`config.mk`:
```
export PLATFORM = sky130hd
export DESIGN_NAME = hilo_ctrl
export DESIGN_NICKNAME = d
export VERILOG_FILES = /design/src/rtl/hilo_ctrl.sv
export SDC_FILE = /design/constraint.sdc
export NUM_CORES = 1
export LEC_CHECK = 0
export CORE_ASPECT_RATIO = 0.75
export CORE_MARGIN = 2
export CORE_UTILIZATION = 45
export DETAILED_ROUTE_END_ITERATION = 6
export DONT_BUFFER_PORTS = 1
export PLACE_DENSITY = 0.59
export SYNTH_ARGS = -nofsm -noshare
export SYNTH_HDL_FRONTEND = slang
export SYNTH_SLANG_ARGS = --single-unit
```
`constraint.sdc`:
```
create_clock -name clk -period 5.6 [get_ports clk]
set_input_delay 1.12 -clock clk [delete_from_list [all_inputs] [get_ports clk]]
set_output_delay 1.12 -clock clk [all_outputs]
set_load 0.05 [all_outputs]
```
`src/rtl/hilo_ctrl.sv`:
```
`default_nettype none
// ============================================================================
//  Module   : hilo_ctrl
//  Purpose  : Owner of the architectural HI/LO registers and sequencer for
//             the shared multi-cycle multiply/divide engine. Launches engine
//             operations, commits results, stalls HI/LO consumers while an
//             operation is in flight, and handles cancel and engine timeout.
//  Revision : 1.0  initial release
// ============================================================================
module hilo_ctrl #(
  parameter int TIMEOUT = 64
) (
  input  logic        clk,
  input  logic        rst,
  input  logic        req_valid,
  input  logic [3:0]  req_op,
  input  logic [31:0] req_a,
  input  logic [31:0] req_b,
  input  logic        flush,
  input  logic        cancel,
  output logic        stall,
  output logic [31:0] rdata,
  output logic [31:0] hi,
  output logic [31:0] lo,
  output logic        eng_start,
  output logic [1:0]  eng_op,
  output logic [31:0] eng_a,
  output logic [31:0] eng_b,
  input  logic        eng_done,
  input  logic [31:0] eng_hi,
  input  logic [31:0] eng_lo,
  output logic        timeout
);

  // Request opcodes as presented by the EX stage
  localparam logic [3:0] c_OP_MULT  = 4'd1;
  localparam logic [3:0] c_OP_MULTU = 4'd2;
  localparam logic [3:0] c_OP_DIV   = 4'd3;
  localparam logic [3:0] c_OP_DIVU  = 4'd4;
  localparam logic [3:0] c_OP_MTHI  = 4'd5;
  localparam logic [3:0] c_OP_MTLO  = 4'd6;
  localparam logic [3:0] c_OP_MFHI  = 4'd7;
  localparam logic [3:0] c_OP_MFLO  = 4'd8;

  // Watchdog sized to hold TIMEOUT; abort is decided on its last count
  localparam int                c_WD_W    = $clog2(TIMEOUT + 1);
  localparam logic [c_WD_W-1:0] c_WD_LAST = c_WD_W'(TIMEOUT - 1);
  localparam logic [c_WD_W-1:0] c_WD_ONE  = c_WD_W'(1);

  // BUSY: in-flight result will commit; DRAIN: in-flight result is discarded
  typedef enum logic [1:0] {
    S_IDLE  = 2'd0,
    S_BUSY  = 2'd1,
    S_DRAIN = 2'd2
  } state_t;

  state_t              state_q, state_d;
  logic [31:0]         hi_q, hi_d;
  logic [31:0]         lo_q, lo_d;
  logic [1:0]          op_q, op_d;
  logic [31:0]         a_q, a_d;
  logic [31:0]         b_q, b_d;
  logic                start_q, start_d;
  logic                timeout_q, timeout_d;
  logic [c_WD_W-1:0]   wdog_q, wdog_d;

  logic                w_acc;
  logic                w_is_md;
  logic                w_div_zero;
  logic [1:0]          w_eng_op;

  assign w_acc = req_valid & ~flush;

  // Decode engine-class requests and the divide-by-zero case that never launches
  always_comb begin
    w_is_md    = 1'b0;
    w_div_zero = 1'b0;
    w_eng_op   = 2'd0;
    case (req_op)
      c_OP_MULT:  begin w_is_md = 1'b1; w_eng_op = 2'd0; end
      c_OP_MULTU: begin w_is_md = 1'b1; w_eng_op = 2'd1; end
      c_OP_DIV:   begin w_is_md = 1'b1; w_eng_op = 2'd2; w_div_zero = (req_b == 32'd0); end
      c_OP_DIVU:  begin w_is_md = 1'b1; w_eng_op = 2'd3; w_div_zero = (req_b == 32'd0); end
      default:    ;
    endcase
  end

  // Next-state, register updates and combinational stall/rdata
  always_comb begin
    state_d   = state_q;
    hi_d      = hi_q;
    lo_d      = lo_q;
    op_d      = op_q;
    a_d       = a_q;
    b_d       = b_q;
    start_d   = 1'b0;
    timeout_d = 1'b0;
    wdog_d    = wdog_q;
    stall     = 1'b0;
    rdata     = 32'd0;
    case (state_q)
      S_IDLE: begin
        if (w_acc) begin
          if (w_is_md) begin
            if (!w_div_zero) begin
              op_d    = w_eng_op;
              a_d     = req_a;
              b_d     = req_b;
              start_d = 1'b1;
              wdog_d  = '0;
              state_d = S_BUSY;
            end
          end else begin
            case (req_op)
              c_OP_MTHI: hi_d  = req_a;
              c_OP_MTLO: lo_d  = req_a;
              c_OP_MFHI: rdata = hi_q;
              c_OP_MFLO: rdata = lo_q;
              default:   ;
            endcase
          end
        end
      end
      S_BUSY, S_DRAIN: begin
        stall  = w_acc;
        wdog_d = wdog_q + c_WD_ONE;
        if (eng_done) begin
          // A cancel arriving with done still discards the result
          if ((state_q == S_BUSY) && !cancel) begin
            hi_d = eng_hi;
            lo_d = eng_lo;
          end
          state_d = S_IDLE;
        end else if (wdog_q == c_WD_LAST) begin
          timeout_d = 1'b1;
          state_d   = S_IDLE;
        end else if (cancel) begin
          state_d = S_DRAIN;
        end
      end
      default: state_d = S_IDLE;
    endcase
  end

  // State and datapath registers
  always_ff @(posedge clk or posedge rst) begin
    if (rst) begin
      state_q   <= S_IDLE;
      hi_q      <= 32'd0;
      lo_q      <= 32'd0;
      op_q      <= 2'd0;
      a_q       <= 32'd0;
      b_q       <= 32'd0;
      start_q   <= 1'b0;
      timeout_q <= 1'b0;
      wdog_q    <= '0;
    end else begin
      state_q   <= state_d;
      hi_q      <= hi_d;
      lo_q      <= lo_d;
      op_q      <= op_d;
      a_q       <= a_d;
      b_q       <= b_d;
      start_q   <= start_d;
      timeout_q <= timeout_d;
      wdog_q    <= wdog_d;
    end
  end

  assign hi        = hi_q;
  assign lo        = lo_q;
  assign eng_start = start_q;
  assign eng_op    = op_q;
  assign eng_a     = a_q;
  assign eng_b     = b_q;
  assign timeout   = timeout_q;

endmodule
`default_nettype wire

```
==> reports/results.ini <==
[logic_synthesis]
synthesis.nets=773
async_flop_share_pct=100
yosysWarnings=0
syn_avg_cell_area_sq_um=10.3
seq_area_frac_synth_pct=54.2
ys_seq_elements=141
synth_area_sq_mm=0.00651
post_synth_num_cell_types=43
synth_cells=630
ys.flop_type=dfrtp_1
synth_edf_count=0

[cells_and_area]
n_antenna_cell=0
fillers=1282
drive_above_1_share_pct=17.5
fin_nets=760
area_growth_pct=11.1

[route]
vias=4763
drtAntennaViolNets=0
routedWlPerCell_microns=20.8
via_per_inst=5.74
drt_iter0_drc=248
wl_microns=17300
firstDrtPassIters=5
drc=0

[sta]
slew_headroom_pct=27.2
rsz0062_at_grt=false
fin_tns_setup_ns=0
fin_skew_ns=0.00881
finalSetupViolCount=0
layout_min_cycle_time_ns=4.16
fin_crit_sh_pct=74.3
tightest_slew_ns=1.09
max_freq_mhz=240
maxSlewViolCount=0
hold_viol_final=0

[worst_setup_path]
crit_chain=inv_1 -> ha_4 -> inv_1 -> nor2_1
cpMostUsedCell=inv_1
cp.required_ns=4.48
start_kind=register
max_stage_delay_ns=0.98
critical_path_class=register to output pin
r2r_end=lo[15]$_DFFE_PP0P_
reg2reg_slack_ns=2.13
endpoint_kind=output pin
rr_worst_depth=7
cp_max_fo=107
cpMaxStageDelayCell=ha_4
cp_data_arrival_time_ns=3.04
r2r-start=state_q[0]$_DFFE_PP0P_

[placement]
port_buffers=0
gp_congestion=0.792
place.detailed.hpwl_microns=12200

[die]
start_util_pct=45.5
dieWidth_microns=143
die_area_sq_mm=0.0155
row_count=38
io-pin-count=303
coreArea_sq_mm=0.0143
die_y_microns=108

[clocking]
postCtsResizedCells=0
cts_buffer_depth=2
numCtsBuffers=17
post_cts_buffers=0
postCtsHoldBufs=0
cts_tree=done
clk_pin_slew_worst_paths_ns=0.06
clock_latency_ns=0.41
cts_sinks=141
clockRootBuffer=clkbuf_16
cts_max_level=4

[worst_hold_path]
worstHoldStart=wdog_q[1]$_DFFE_PP0P_
min_to=wdog_q[1]$_DFFE_PP0P_
hp-class=register to register
holdPathStages=1

[outcome]
outcome=complete, no violations

[grt]
grt-ovfl-total=0
grt_pass1_vias=4855
grt_usage_pct=22.3
grt_pass1_wl_microns=26200
antenna_found_initial=0
grt_max_degree=108

[job]
maxCapViolCount=0

worst max path at each step:
| stage | slack, ns | endpoint | startpoint | cells past startpoint |
|---|---|---|---|---|
| after detailed placement | 1.65 | rdata[12] | req_op[2] | 4 |
| after CTS | 1.40 | stall | state_q[0]$_DFFE_PP0P_ | 4 |
| after floorplan | 0.70 | eng_a[0]$_DFFE_PP0P_ | rst | 1 |
| final | 1.44 | stall | state_q[0]$_DFFE_PP0P_ | 4 |
| after global placement | 1.70 | rdata[5] | req_op[2] | 4 |
| after global routing | 1.24 | stall | state_q[0]$_DFFE_PP0P_ | 4 |
per-stage QoR:
step                      worst slack (ns)  hold WS, ns  cell area (sq um)  instances  util (%)
after CTS                             1.40        0.535               7240        830      50.6
after detailed placement              1.65        0.521               6700        798      46.8
after floorplan                      0.699        0.478               6510        630         -
final                                 1.44        0.526               7240        830      50.6
after global routing                  1.24        0.571               7240        830      50.6
after global placement                1.70        0.500               6700        798      46.8
flip-flops by register name, indices dropped and copies added, names as in the netlist:
name and cells:
eng_b 32, eng_op 2, timeout 1, eng_start 1, hi 32, eng_a 32
wdog_q 7, state_q 2, lo 32
cell type report:
class	instances	area [sq um]	area share [%]
flip-flops and latches	141	3530	48.7
multi-input cells	439	2810	38.8
clock buffers	17	425	5.88
well taps	200	250	3.46
clock inverters	15	114	1.57
repair buffers	11	82.6	1.14
inverters	7	31.3	0.432
logic make-up (layout without fill, tap and decap cells):
kind of cell             after synthesis  count (layout)  share of synthesized area, %
AO/OA/AOI/OAI                        185             185                          16.6
flip-flops                           141             141                          54.2
adder cells (fa/ha/maj)                5               5                         0.960
multiplexers                          65              65                          11.2
XOR/XNOR                               1               1                         0.134
AND/OR/NAND/NOR                      183             183                          13.3
buffers and inverters                 50              50                          3.59
cell usage after synthesis, drive strengths merged (2+ instances only):
cell    instances  area (sq um)
nor4            7          43.8
nand2b          3          18.8
a21oi         131           659
clkbuf         31           116
o21ai           3          15.0
dfrtp         141          3530
buf            12          91.3
nand3           3          15.0
nor2          104           390
nor3b           2          15.0
o21a            2          15.0
o41ai           2          17.5
mux2           64           721
or4             2          15.0
nor2b          34           213
inv             7          26.3
a22oi          32           240
a21o            4          30.0
ha              5          62.6
nor3            5          25.0
a221o           3          30.0
o22ai           2          12.5
nand2          12          45.0
and3            4          25.0
or3             2          17.5
routing by layer:
| metal | share of wire [%] | track usage (%) | vias up |
|---|---|---|---|
| li1 | - | - | 2190 |
| met1 | 40 | 27.0 | 2323 |
| met2 | 50 | 37.3 | 225 |
| met3 | 8.9 | 8.02 | 25 |
| met4 | 1.9 | 7.07 | 0 |
| met5 | 0 | 0 | - |
layout by cell type (no fill, tap or decap), drive strengths merged, types with 3 or more instances in the layout:
| cell | count |
|---|---|
| a221o | 3 |
| o21ai | 3 |
| nor2b | 34 |
| buf | 11 |
| clkbuf | 17 |
| nor3 | 5 |
| nand3 | 3 |
| nand2b | 3 |
| nor2 | 104 |
| a22oi | 32 |
| nand2 | 12 |
| a21o | 4 |
| mux2 | 64 |
| nor4 | 7 |
| inv | 11 |
| ha | 5 |
| and3 | 4 |
| dfrtp | 141 |
| a21oi | 131 |
| clkinv | 9 |
critical path: cells and delay by family (launching register included):
kind                     cells  cell delay [ns]
flip-flops                   1             0.39
buffers and inverters        2             0.47
adder cells (fa/ha/maj)      1             0.98
AND/OR/NAND/NOR              1             0.78
Power is left out: the tool's default activity adds up to more than one toggle a clock period on the data nets, which glitch-free logic cannot reach.
